## src/rtl/fetch_decode_queue.sv

```systemverilog
// -----------------------------------------------------------------------------
// fetch_decode_queue
//   Small instruction FIFO between the fetch and decode stages. It holds
//   {instr, pcplus2} pairs so that a decode stall does not freeze the PC. A
//   taken branch/jump (flush) discards all buffered entries. A HALT
//   instruction stops further intake until the next flush. Decode sees a NOP
//   whenever the queue has nothing valid to present.
//
//   Handshake: both sides use valid/ready. A transfer happens in a cycle where
//   valid and ready are both high at the rising edge. in_ready depends only on
//   registered state (the FSM state and count), never on out_ready. out_valid
//   depends only on count.
//
// Ports
//   clk          system clock, rising edge
//   rst          asynchronous reset, active low
//   in_valid     fetch offers an entry
//   in_ready     queue can accept an entry
//   in_instr     fetched instruction
//   in_pcplus2   PC+2 of that instruction
//   flush        branch/jump taken: drop everything, resume intake
//   out_valid    out_instr/out_pcplus2 hold a real entry
//   out_ready    decode consumes the head entry
//   out_instr    head instruction, NOP (16'h0800) when empty
//   out_pcplus2  head PC+2, zero when empty
//   count        number of entries held
// -----------------------------------------------------------------------------
module fetch_decode_queue #(
    parameter int DEPTH = 4,
    parameter int WIDTH = 16
) (
    input  logic                     clk,
    input  logic                     rst,
    input  logic                     in_valid,
    output logic                     in_ready,
    input  logic [WIDTH-1:0]         in_instr,
    input  logic [WIDTH-1:0]         in_pcplus2,
    input  logic                     flush,
    output logic                     out_valid,
    input  logic                     out_ready,
    output logic [WIDTH-1:0]         out_instr,
    output logic [WIDTH-1:0]         out_pcplus2,
    output logic [$clog2(DEPTH):0]   count
);

    localparam int AW = $clog2(DEPTH);
    localparam int CW = AW + 1;
    localparam logic [WIDTH-1:0] NOP_INSTR = WIDTH'(16'h0800);

    typedef enum logic {RUN = 1'b0, HOLD = 1'b1} state_t;

    state_t           state;
    state_t           state_nxt;
    logic [AW-1:0]    wr_ptr;
    logic [AW-1:0]    rd_ptr;
    logic [WIDTH-1:0] instr_mem [DEPTH];
    logic [WIDTH-1:0] pc_mem    [DEPTH];
    logic             push;
    logic             pop;
    logic             is_halt;

    assign push    = in_valid & in_ready;
    assign pop     = out_valid & out_ready;
    // HALT is identified by a zero opcode field in the top five bits.
    assign is_halt = (in_instr[WIDTH-1 -: 5] == 5'b00000);

    // State register
    always_ff @(posedge clk or negedge rst) begin
        if (!rst) begin
            state <= RUN;
        end else begin
            state <= state_nxt;
        end
    end

    // Next-state logic: flush wins over everything, including a HALT push.
    always_comb begin
        state_nxt = state;
        if (flush) begin
            state_nxt = RUN;
        end else if (state == RUN && push && is_halt) begin
            state_nxt = HOLD;
        end
    end

    // Output logic
    always_comb begin
        in_ready    = (state == RUN) && (count != CW'(DEPTH));
        out_valid   = (count != '0);
        out_instr   = NOP_INSTR;
        out_pcplus2 = '0;
        if (out_valid) begin
            out_instr   = instr_mem[rd_ptr];
            out_pcplus2 = pc_mem[rd_ptr];
        end
    end

    // Pointers and occupancy. A flush cancels any push or pop in the same cycle.
    always_ff @(posedge clk or negedge rst) begin
        if (!rst) begin
            wr_ptr <= '0;
            rd_ptr <= '0;
            count  <= '0;
        end else if (flush) begin
            wr_ptr <= '0;
            rd_ptr <= '0;
            count  <= '0;
        end else begin
            if (push) begin
                wr_ptr <= wr_ptr + AW'(1);
            end
            if (pop) begin
                rd_ptr <= rd_ptr + AW'(1);
            end
            case ({push, pop})
                2'b10:   count <= count + CW'(1);
                2'b01:   count <= count - CW'(1);
                default: count <= count;
            endcase
        end
    end

    // Storage is not reset; entries are only ever read while count says valid.
    always_ff @(posedge clk) begin
        if (push && !flush) begin
            instr_mem[wr_ptr] <= in_instr;
            pc_mem[wr_ptr]    <= in_pcplus2;
        end
    end

endmodule
```

## config.mk

```make
export PLATFORM = sky130hd
export DESIGN_NAME = fetch_decode_queue
export DESIGN_NICKNAME = d
export VERILOG_FILES = /design/src/rtl/fetch_decode_queue.sv
export SDC_FILE = /design/constraint.sdc
export NUM_CORES = 1
export LEC_CHECK = 0
export BUFFER_PORTS_ARGS = -buffer_cell sky130_fd_sc_hd__buf_2
export CORE_MARGIN = 2
export CORE_UTILIZATION = 57
export DETAILED_ROUTE_END_ITERATION = 10
export GPL_ROUTABILITY_DRIVEN = 1
export PLACE_DENSITY_LB_ADDON = 0.1
export SETUP_SLACK_MARGIN = 0.05
export SLEW_MARGIN = 20
export SYNTH_ARGS = -nofsm -noshare
export SYNTH_HDL_FRONTEND = slang
export SYNTH_SLANG_ARGS = --single-unit
```

## constraint.sdc

```tcl
create_clock -name clk -period 2.9 [get_ports clk]
set_clock_uncertainty 0.1 [all_clocks]
set_input_delay 0.58 -clock clk [delete_from_list [all_inputs] [get_ports clk]]
set_output_delay 0.58 -clock clk [all_outputs]
set_load 0.05 [all_outputs]
```

Yosys cells after proc, flatten, opt, wreduce, memory -nomap -nowiden

Memory sizes are Yosys's and may differ from the RTL's.
Index checks and enable logic that the tools add are counted.

Logic and storage cells: 39
Memory bits (writable): 128
Register bits after elaboration: 8
Input port bits: 37
Bits in latches: 0
ROM bits: 0
Memories: 2

Order comparisons: 0
Multiply operators: 0
Eq/ne operators: 3
Divide/modulo/power cells: 0
Shift operators: 0
Reduce and logical (&&, ||, !) cells: 11
Muxes and demuxes: 12
Add/subtract/negate cells: 4
Bitwise operators: 3

Memories:

| memory    | depth | width | rd ports | clocked after Yosys merged registers in | wr ports | RTL line | text |
|---|---|---|---|---|---|---|---|
| instr_mem | 4     | 16    | 1        | 0                                       | 1        | 56       | `logic [WIDTH-1:0] instr_mem [DEPTH];` |
| pc_mem    | 4     | 16    | 1        | 0                                       | 1        | 57       | `logic [WIDTH-1:0] pc_mem [DEPTH];` |

Operator list:

| operator            | number |
|---|---|
| $mux 16             | 2 |
| $mux 2              | 4 |
| $pmux 3 s2          | 1 |
| $reduce_bool 2->1   | 3 |
| $reduce_bool 3->1   | 2 |
| $logic_not 5->1     | 1 |
| $add 2x1->2 const B | 2 |
| $logic_and 1x1->1   | 4 |
| $mux 1              | 4 |
| $add 3x1->3 const B | 1 |
| $mux 3              | 1 |
| $ne 3x3->1 const B  | 1 |
| $sub 3x1->3 const B | 1 |
| $and 1x1->1         | 2 |
| $eq 2x1->1 const B  | 1 |
| $eq 2x2->1 const B  | 1 |
| $logic_not 1->1     | 1 |
| $not 1->1           | 1 |

Longest topological paths before layout

Gate-level depths: netlist (run 1).

Word-level depth: 7
Mapped depth: 8
Gate-level depth less buffers: 8

Worst setup path before layout (run 1)

OpenSTA, ideal clock, no wires.

Kind: register to output
From: register count[1]
To: output port out_instr[10]
Stages on the path, launching flop included: 5
Arrival time: 2.054 ns
Buffers on the path: 1
Setup slack: 0.166 ns
Data required time: 2.220 ns
Cell sequence: dfrtp_1 nor3_2 inv_2 clkbuf_1 and2_1

Cells in the longest elaborated chain, start to end: 2

Ends and longest elaborated chain:

| item                     | RTL line | text |
|---|---|---|
| start: declaration       | 43       | `output logic [$clog2(DEPTH):0] count` |
| start signal: assignment | 116      | `2'b10: count <= count + CW'(1);` |
| start signal: assignment | 117      | `2'b01: count <= count - CW'(1);` |
| start signal: assignment | 118      | `default: count <= count;` |
| $reduce_bool 3->1        | 89       | `out_valid = (count != '0);` |
| net out_valid            | 39       | `output logic out_valid,` |
| $mux 16                  | 92       | `if (out_valid) begin` |
| end: declaration         | 41       | `output logic [WIDTH-1:0] out_instr,` |

The timed path passes the listed nets, and every way through them passes these cells.

Worst setup path after layout (run 1)

From: register rd_ptr[0]
To: output port out_instr[1]

Cells in the longest elaborated chain, start to end: 2

Ends and longest elaborated chain:

| item                     | RTL line | text |
|---|---|---|
| start: declaration       | 55       | `logic [AW-1:0] rd_ptr;` |
| start signal: assignment | 113      | `rd_ptr <= rd_ptr + AW'(1);` |
| $mem_v2 4x16             | n/a      |  |
| $mux 16                  | 92       |  |

No other way between the ends.

==> results.sh, run 1 <==
export IMPL_start_util=0.5856
export IMPL_drv_cap=0
export IMPL_clk_path_buf_depth=2
export IMPL_final_common_cell="edfxtp_1"
export IMPL_min_path_type="in2reg"
export IMPL_required_ns=2.22
export IMPL_rsz0062_at_grt="true"
export IMPL_reg2reg_depth=8
export IMPL_holdPathStages=1
export IMPL_clk_latency_ns=0.50
export IMPL_layout_common_cells="edfxtp_1 (128), buf_2 (73), mux4_2 (32)"
export IMPL_io_pins=74
export IMPL_placementRows=35
export IMPL_die_x_um=101.2
export IMPL_crit_type="reg2out"
export IMPL_antenna_left=0
export IMPL_avgRoutedWirePerCell_um=20.94
export IMPL_place_hpwl_mm=5.931
export IMPL_syn_num_nets=300
export IMPL_period_needed_ns=2.776
export IMPL_yosysWarningCount=0
export IMPL_grt_pass1_vias=2803
export IMPL_worst_ep_arrival_time_ns=2.10
export IMPL_cts_inserted_buffers=17
export IMPL_htreeDepth=4
export IMPL_timing_fmax_ghz=0.3602
export IMPL_drc=0
export IMPL_grt_usage=0.2122
export IMPL_endpoint_kind="output pin"
export IMPL_grt_start_max_net_pins=20
export IMPL_synth_area_mm2=0.005385
export IMPL_whs_ns=0.1864
export IMPL_clk_root_buffer_cell="clkbuf_8"
export IMPL_final_setup_viol_count=0
export IMPL_drive_gt1_frac=0.4353
export IMPL_cp_start_kind="flop"
export IMPL_gp_congestion=0.7286
export IMPL_p_leak_nw=2.385
export IMPL_ys_seq_elements=136
export IMPL_vias=2652
export IMPL_finalNetCount=393
export IMPL_power_density_mw_per_mm2=1055
export IMPL_timing_final_crit_share=0.9573
export IMPL_fin_cells=474
export IMPL_synthCells=258
export IMPL_dieArea_mm2=0.01024
export IMPL_cts_sinks=136
export IMPL_hold_start="in_pcplus2[12]"
export IMPL_ys_seq_area_frac=0.7509
export IMPL_grt_pass1_wl_mm=15.46
export IMPL_die_h_um=101.2
export IMPL_coreArea_mm2=0.009196
export IMPL_timing_rr_start="count[1]$_DFFE_PN0P_"
export IMPL_slew_viol_final=0
export IMPL_area_delta_synth_final_pct=23.12
export IMPL_diodes=0
export IMPL_firstDrtPassIters=4
export IMPL_finalHoldViolations=0
export IMPL_antenna_found_initial=0
export IMPL_drt_iter0_markers=193
export IMPL_netlist_cell_type_count=31
export IMPL_drt_vias_per_instance=5.595
export IMPL_grt_ovfl_total=0
export IMPL_rrSetupSlack_ns=0.53
export IMPL_hold_path_end="pc_mem[2][12]$_DFFE_PP_"
export IMPL_clk_pin_slew_ns=0.06
export IMPL_max_slew_margin=0.6977
export IMPL_worst_pin_slew_ns=0.4535
export IMPL_path_max_fanout=17
export IMPL_ir_drop_v=0.0006350
export IMPL_setup_tns_ns=0
export IMPL_avgSynthCellArea_um2=20.87
export IMPL_port_buffers=73
export IMPL_placed_cells=440
export IMPL_status="finished clean"
export IMPL_worstReg2RegEnd="count[2]$_DFFE_PN0P_"
export IMPL_wirelength_mm=9.927
export IMPL_tritoncts="yes"
[per-layer routing]
layer,share of wire,global-route usage,vias to the layer above
li1,-,-,1209
met1,0.45,0.3010,1365
met2,0.50,0.3316,72
met3,0.038,0.04969,6
met4,0.0087,0.07380,0
met5,0,0,-
[cells by family after synthesis]
| group | after synthesis | synth area share |
|---|---|---|
| AOI/OAI and AO/OA | 3 | 0.004184 |
| buffers and inverters | 16 | 0.01626 |
| DFF | 136 | 0.7509 |
| adders and majority gates | 5 | 0.01301 |
| xor gates and xnor gates | 4 | 0.007901 |
| muxes | 36 | 0.1424 |
| and+or+nand+nor | 58 | 0.06529 |
[how the worst max path moves through the flow]
stage | from | to | slack [ns]
5_1_grt | rd_ptr[0]$_DFFE_PN0P_ | out_instr[2] | 0.04
4_1_cts | rd_ptr[1]$_DFFE_PN0P_ | out_instr[1] | 0.07
3_3_place_gp | rd_ptr[0]$_DFFE_PN0P_ | out_instr[2] | 0.49
6_report | rd_ptr[0]$_DFFE_PN0P_ | out_instr[1] | 0.12
3_5_place_dp | rd_ptr[0]$_DFFE_PN0P_ | out_instr[1] | 0.48
2_1_floorplan | count[1]$_DFFE_PN0P_ | out_instr[10] | 0.17
[registers in the layout (all words and copies together) (netlist names)]
register / count
instr_mem: 64
pc_mem: 64
count: 3
rd_ptr: 2
wr_ptr: 2
state: 1
[per-stage QoR]
step	power (W)	area [um^2]	setup WS [ns]	util
after floorplan	0.004219	5385	0.1655	-
final	0.006992	6630	0.1239	0.7210
after detailed placement	0.004772	5974	0.4833	0.6497
after global routing	0.007262	6630	0.04038	0.7210
after global placement	0.004747	5974	0.4886	0.6497
after CTS	0.007048	6624	0.06962	0.7203
[what timing repair did]
item                       CTS  global route
setup endpoints to repair   25            17
cloned                       0             0
gates resized for setup      1             2
setup buffers                2             0
hold buffers                 1             0
hold endpoints to repair     8             0
[power by group]
part / leakage (nW) / switching, W / internal [W]
Clock: 0.294 / 0.000763 / 0.00147
Sequential: 1.27 / 0.0000861 / 0.00230
Combinational: 0.825 / 0.00157 / 0.000797
Total: 2.39 / 0.00242 / 0.00457
[final cells by class]
type / instances / area (um^2)
sequential: 136 / 4049
fill: 572 / 2566
multi-input combinational: 106 / 1259
timing repair buffer: 86 / 544.3
clock buffer: 18 / 417.9
clock inverter: 13 / 203.9
tap: 111 / 138.9
inverter: 4 / 17.52
[critical path, stage by stage, from the launching register on]
cell and delay, ns:
dfrtp_4 0.47, buf_12 0.20, mux4_2 0.52, and2_1 0.19, buf_2 0.21
[cells in the mapped netlist, drive strengths merged]
master	count	area (um^2)
inv	4	15.01
xnor2	1	8.760
nor3b	2	26.28
dfrtp	8	200.2
nor3	3	20.02
a31oi	1	6.260
o211ai	1	7.510
nand2b	3	18.77
nor2	10	40.04
xor2	3	33.79
mux2	2	26.27
mux4	32	720.7
nor2b	2	12.51
buf	7	53.80
ha	4	50.05
or2	1	6.260
edfxtp	128	3844
mux2i	2	20.02
fa	1	20.02
nand2	1	3.750
clkbuf	5	18.77
nand3	1	5.000
and2	35	219.0
a2bb2oi	1	8.760
Note: power is estimated with default switching activity, not from simulation.
==> inputs of run 2 (changes only) <==
--- a/config.mk
+++ b/config.mk
@@ -13,5 +13,5 @@
 export PLACE_DENSITY_LB_ADDON = 0.1
 export SETUP_SLACK_MARGIN = 0.05
-export SLEW_MARGIN = 20
+export SLEW_MARGIN = 5
 export SYNTH_ARGS = -nofsm -noshare
 export SYNTH_HDL_FRONTEND = slang
==> constraint.sdc (replaced) <==
create_clock -name clk -period 2.9 [get_ports clk]
set_clock_uncertainty 0.1 [all_clocks]
set_input_delay 0.435 -clock clk [delete_from_list [all_inputs] [get_ports clk]]
set_output_delay 0.435 -clock clk [all_outputs]
set_load 0.05 [all_outputs]
==> run 2 against run 1 <==
Effect of this change: non-clock buffer count is 1 lower; highest routed layer unchanged; hold slack got worse by 0.15 ns; flip-flop and latch count did not move.
==> results.sh, run 2 (synthesized netlist as in run 1, its figures left out) <==
export IMPL_cts_inserted_buffers=17
export IMPL_antenna_found_initial=0
export IMPL_post_route_util=0.7118
export IMPL_fillers=575
export IMPL_ir_drop_v=0.0006697
export IMPL_coreArea_mm2=0.009196
export IMPL_grt_start_max_net_pins=35
export IMPL_placementRows=35
export IMPL_drc=0
export IMPL_htreeDepth=4
export IMPL_grt_ovfl_total=0
export IMPL_grt_pass1_vias=2728
export IMPL_drt_iter0_markers=214
export IMPL_grt_pass1_wl_mm=14.64
export IMPL_finalNetCount=392
export IMPL_worst_pin_slew_ns=0.5050
export IMPL_clk_path_buf_depth=2
export IMPL_comb_power_share=0.337
export IMPL_grt_usage=0.2028
export IMPL_fin_cells=474
export IMPL_timing_final_crit_share=0.9040
export IMPL_io_pins=74
export IMPL_wirelength_mm=9.444
export IMPL_gp_congestion=0.7545
export IMPL_endpoint_kind="output pin"
export IMPL_layout_common_cells="edfxtp_1 (128), buf_2 (73), mux4_2 (32)"
export IMPL_firstDrtPassIters=5
export IMPL_max_stage_delay_ns=0.54
export IMPL_worst_ep_arrival_time_ns=2.09
export IMPL_start_util=0.5856
export IMPL_port_buffers=73
export IMPL_rsz0062_at_grt="false"
export IMPL_holdPathStages=1
export IMPL_power_density_mw_per_mm2=1050
export IMPL_switchingPower_w=0.002423
export IMPL_clk_root_buffer_cell="clkbuf_8"
export IMPL_timing_fmax_ghz=0.3814
export IMPL_cts_sinks=136
export IMPL_die_h_um=101.2
export IMPL_final_setup_viol_count=0
export IMPL_slowest_stage="mux4_2"
export IMPL_slew_viol_final=0
export IMPL_path_cells="buf_12 -> mux4_2 -> or2_1 -> buf_2"
export IMPL_antenna_left=0
export IMPL_largest_registers="instr_mem: 64 flops, pc_mem: 64 flops, count: 3 flops"
export IMPL_area_delta_synth_final_pct=21.56
export IMPL_final_common_cell="edfxtp_1"
export IMPL_place_hpwl_mm=5.455
export IMPL_postCtsSetupRepairBufs=0
export IMPL_placed_cells=441
export IMPL_min_path_type="in2reg"
export IMPL_required_ns=2.37
export IMPL_p_leak_nw=2.358
export IMPL_clk_latency_ns=0.50
export IMPL_drv_cap=0
export IMPL_crit_type="reg2out"
export IMPL_finalHoldViolations=0
export IMPL_setup_tns_ns=0
export IMPL_status="finished clean"
export IMPL_intPower_w=0.004453
export IMPL_period_needed_ns=2.622
export IMPL_avgRoutedWirePerCell_um=19.92
export IMPL_max_slew_margin=0.6633
export IMPL_die_x_um=101.2
export IMPL_share_seq_of_total_power=0.344
export IMPL_drive_gt1_frac=0.4380
export IMPL_tritoncts="yes"
export IMPL_fin_area_mm2=0.006546
export IMPL_cp_start_kind="flop"
export IMPL_clk_pin_slew_ns=0.06
export IMPL_swShare=0.3524
export IMPL_vias=2622
export IMPL_dieArea_mm2=0.01024
export IMPL_p_clk_frac=0.320
export IMPL_diodes=0
export IMPL_path_max_fanout=25
export IMPL_placed_cell_area_mm2=0.005919
export IMPL_post_cts_resized=0
export IMPL_reg2reg_depth=8
export IMPL_drt_vias_per_instance=5.532
[run 2: critical path: cells and delay by family, from the launching register on]
kind,cells,cell delay [ns]
DFF,1,0.39
and+or+nand+nor,1,0.22
muxes,1,0.54
buffers and inverters,2,0.45
[run 2: worst paths after layout]
check | start | to | slack [ns]
setup / recovery | rd_ptr[0]$_DFFE_PN0P_ | out_instr[11] | 0.28
max in group asynchronous | rst | rd_ptr[1]$_DFFE_PN0P_ | 2.28
setup reg to reg | count[1]$_DFFE_PN0P_ | count[2]$_DFFE_PN0P_ | 0.64
min in group asynchronous | rst | wr_ptr[1]$_DFFE_PN0P_ | 0.22
hold reg to reg | state$_DFFE_PN0P_ | state$_DFFE_PN0P_ | 0.42
hold / removal | in_pcplus2[12] | pc_mem[1][12]$_DFFE_PP_ | 0.04
[run 2: routing by layer]
| metal | wire length [um] | GRT usage | up-vias |
|---|---|---|---|
| li1 | - | - | 1208 |
| met1 | 4205 | 0.2649 | 1357 |
| met2 | 4960 | 0.3372 | 53 |
| met3 | 240 | 0.05935 | 4 |
| met4 | 38 | 0.05925 | 0 |
| met5 | 0 | 0 | - |
[run 2: area by class of cell]
| class | instances | area (um^2) | share of cell area |
|---|---|---|---|
| repair buffers | 85 | 470.5 | 0.07187 |
| multi-input cells | 106 | 1259 | 0.1923 |
| clock inverters | 14 | 198.9 | 0.03039 |
| inverters | 4 | 15.01 | 0.002294 |
| clock buffers | 18 | 417.9 | 0.06384 |
| well taps | 111 | 138.9 | 0.02122 |
| flip-flops and latches | 136 | 4046 | 0.6181 |
[run 2: what timing repair did]
item	4_1_cts	5_1_grt
endpoints found under the setup margin	0	0
hold buffers	1	0
endpoints found under the hold margin	8	0
[run 2: power groups by stage]
stage | registers, W | logic, W | clock network (W)
after floorplan | 0.00243 | 0.00179 | 0
after CTS | 0.00236 | 0.00235 | 0.00223
final | 0.00236 | 0.00232 | 0.00220
after global routing | 0.00238 | 0.00247 | 0.00233
after global placement | 0.00239 | 0.00232 | 0
after detailed placement | 0.00240 | 0.00233 | 0
[run 2: per-stage QoR]
step           power, W  setup WS, ns  hold slack, ns
2_1_floorplan  0.004219        0.3105         0.03941
3_3_place_gp   0.004710        0.7406          0.1937
3_5_place_dp   0.004737        0.6824          0.1912
4_1_cts        0.006942        0.2332         0.02051
5_1_grt        0.007168        0.1603         0.01432
6_report       0.006876        0.2783         0.03968
==> inputs of run 3 (changes only) <==
- ABC_AREA: default -> 1
- CORE_UTILIZATION: 57 -> 52
- clock period: 2.9 -> 2.1 ns (I/O delays scaled with it)
==> run 3 against run 2 <==
Effect of this change: the flow now finishes with violations (negative setup slack); cell count up 57%; clock power rose by 32%; via count increased by 53%; setup slack got worse by 0.56 ns; design area is 21% higher; clock-buffer cell count unchanged; power up 64%; flip-flop and latch count stayed put; largest cell class unchanged.
==> results.sh, run 3 <==
export IMPL_largest_registers="instr_mem: 64 flops, pc_mem: 64 flops, count: 3 flops"
export IMPL_synth_edf_count=128
export IMPL_worst_pin_slew_ns=0.2826
export IMPL_synth_main_ff_cell="edfxtp_1"
export IMPL_required_ns=1.68
export IMPL_ys_seq_area_frac=0.7278
export IMPL_wirelength_mm=14.10
export IMPL_grt_start_max_net_pins=31
export IMPL_synth_most_common_cell="nor2_1"
export IMPL_gp_congestion=0.7658
export IMPL_syn_num_nets=494
export IMPL_period_needed_ns=2.382
export IMPL_seq_area_mm2=0.004050
export IMPL_path_buf_inv=4
export IMPL_netlist_cell_type_count=29
export IMPL_met1_usage=0.2971
export IMPL_violations="negative setup slack"
export IMPL_crit_type="reg2out"
export IMPL_endpoint_kind="output pin"
export IMPL_fin_area_mm2=0.007950
export IMPL_grt_ovfl_total=0
export IMPL_die_x_um=107.4
export IMPL_worst_ep_arrival_time_ns=1.97
export IMPL_cts_sinks=136
export IMPL_clk_path_buf_depth=2
export IMPL_tritoncts="yes"
export IMPL_slowest_stage="dfrtp_2"
export IMPL_post_route_util=0.7667
export IMPL_crit_family="buffers and inverters"
export IMPL_rsz0062_at_grt="true"
export IMPL_cp_start_kind="flop"
export IMPL_ys_seq_elements=136
export IMPL_synth_async_reset_ratio=0.05882
export IMPL_placed_cells=656
export IMPL_path_max_fanout=8
export IMPL_placementRows=37
export IMPL_power_density_mw_per_mm2=1420
export IMPL_clk_latency_ns=0.51
export IMPL_grt_use_met2=0.4290
export IMPL_grt_pass1_wl_mm=20.98
export IMPL_io_pins=74
export IMPL_yosysTopAreaCellShare=0.6917
export IMPL_path_cells="buf_12 -> buf_4 -> clkbuf_16 -> nor2_4 -> nor2_1 -> o21ai_1 -> a21oi_2 -> buf_6"
export IMPL_vias=4004
export IMPL_area_delta_synth_final_pct=43.08
export IMPL_synthCells=452
export IMPL_max_slew_margin=0.8116
export IMPL_firstDrtPassIters=5
export IMPL_timing_fmax_ghz=0.4197
export IMPL_grt_usage=0.2475
export IMPL_placed_cell_area_mm2=0.006374
export IMPL_status="finished, violations left"
export IMPL_met3_usage=0.05993
export IMPL_cts_inserted_buffers=17
export IMPL_diodes=0
export IMPL_multi_input_area_mm2=0.001559
export IMPL_yosys_top_cells_area="edfxtp_1 (69%), nor2_1 (9.4%), o21ai_1 (4.3%)"
export IMPL_clk_root_buffer_cell="clkbuf_8"
export IMPL_timing_final_crit_share=1.135
export IMPL_clk_pin_slew_ns=0.06
export IMPL_fillers=634
export IMPL_finalNetCount=636
export IMPL_antenna_left=0
export IMPL_final_common_cell="edfxtp_1"
export IMPL_port_buffers=73
export IMPL_die_h_um=107.4
export IMPL_grt_pass1_vias=4078
export IMPL_fin_cells=743
export IMPL_finalHoldViolations=0
export IMPL_synth_area_mm2=0.005557
export IMPL_avgSynthCellArea_um2=12.29
export IMPL_coreArea_mm2=0.01037
export IMPL_min_path_type="in2async"
export IMPL_slew_viol_final=0
export IMPL_worst_slack_ns=-0.2825
export IMPL_yosys_area_top_type="edfxtp_1"
export IMPL_htreeDepth=4
export IMPL_p_leak_nw=2.924
export IMPL_layout_common_cells="edfxtp_1 (128), nor2_1 (118), o21ai_1 (54)"
export IMPL_max_stage_delay_ns=0.37
export IMPL_grt_busiest_layer="met2"
export IMPL_drc=0
export IMPL_dieArea_mm2=0.01153
export IMPL_drive_gt1_frac=0.3707
export IMPL_drv_cap=0
export IMPL_ir_drop_v=0.0007621
export IMPL_drt_vias_per_instance=5.389
export IMPL_start_util=0.5358
export IMPL_final_setup_viol_count=32
export IMPL_yosys_top_cells_count="nor2_1 (139), edfxtp_1 (128), o21ai_1 (48)"
export IMPL_avgRoutedWirePerCell_um=18.97
export IMPL_place_hpwl_mm=7.013
export IMPL_yosysWarningCount=0
export IMPL_antenna_found_initial=0
export IMPL_drt_iter0_markers=223
==> run 3: changes by cell type after synthesis, moves of 14 or more <==
cell	delta
nor2_1	+130
o21ai_1	+48
and2_1	-35
a21oi_1	+32
mux4_2	-32
o21ai_0	+17
nand2_1	+14
==> run 3: final cells by class <==
type	instances	share of cell area
inverter	16	0.008184
clock inverter	14	0.02172
tap	136	0.02140
timing repair buffer	147	0.1906
multi-input combinational	276	0.1961
clock buffer	18	0.05257
sequential	136	0.5094
==> run 3: report_power, final <==
group	switching, W	total [W]	internal [W]
Sequential	0.0000698	0.00322	0.00315
Combinational	0.00324	0.00516	0.00192
Clock	0.00110	0.00291	0.00181
==> run 3: path summary, 6_finish.rpt <==
check,start,endpoint,slack [ns],depth (start not counted)
hold reg to reg,wr_ptr[0]$_DFFE_PN0P_,wr_ptr[0]$_DFFE_PN0P_,0.47,1
setup / recovery,rd_ptr[0]$_DFFE_PN0P_,out_pcplus2[15],-0.28,8
setup reg to reg,count[1]$_DFFE_PN0P_,count[2]$_DFFE_PN0P_,0.08,14
max in group asynchronous,rst,rd_ptr[0]$_DFFE_PN0P_,1.62,2
min in group clk,out_ready,rd_ptr[0]$_DFFE_PN0P_,0.08,3
hold / removal,rst,count[0]$_DFFE_PN0P_,0.08,2
==> run 3: logic make-up after synthesis <==
family / count (synthesis) / share of synthesized area
DFF: 136 / 0.7278
buffers and inverters: 40 / 0.03603
AOI/OAI and AO/OA: 100 / 0.09525
and+or+nand+nor: 171 / 0.1283
adders and majority gates: 5 / 0.01261
==> run 3: routing by layer <==
metal | vias to the layer above | wire length (um)
met4 | 0 | 296
met5 | - | 0
met3 | 23 | 759
li1 | 1877 | -
met2 | 149 | 7502
met1 | 1955 | 5538
==> run 3: repair_timing <==
action	4_1_cts	5_1_grt
gates cloned	6	3
gates resized for setup	85	38
pin swaps	6	20
hold endpoints to repair	138	0
setup endpoints to repair	32	34
setup buffers	8	6
hold buffers	34	0
==> run 3: per-stage QoR <==
stage / hold WS [ns] / power, W / setup slack, ns / setup TNS [ns]
finish: 0.07946 / 0.01129 / -0.2825 / -4.785
global route: 0.07146 / 0.01172 / -0.3368 / -7.351
CTS: 0.05641 / 0.01107 / -0.1784 / -3.671
detailed placement: 0.07388 / 0.007040 / 0.08707 / 0
global placement: 0.06962 / 0.006984 / 0.1828 / 0
floorplan: -0.08059 / 0.006115 / -0.2555 / -30.59
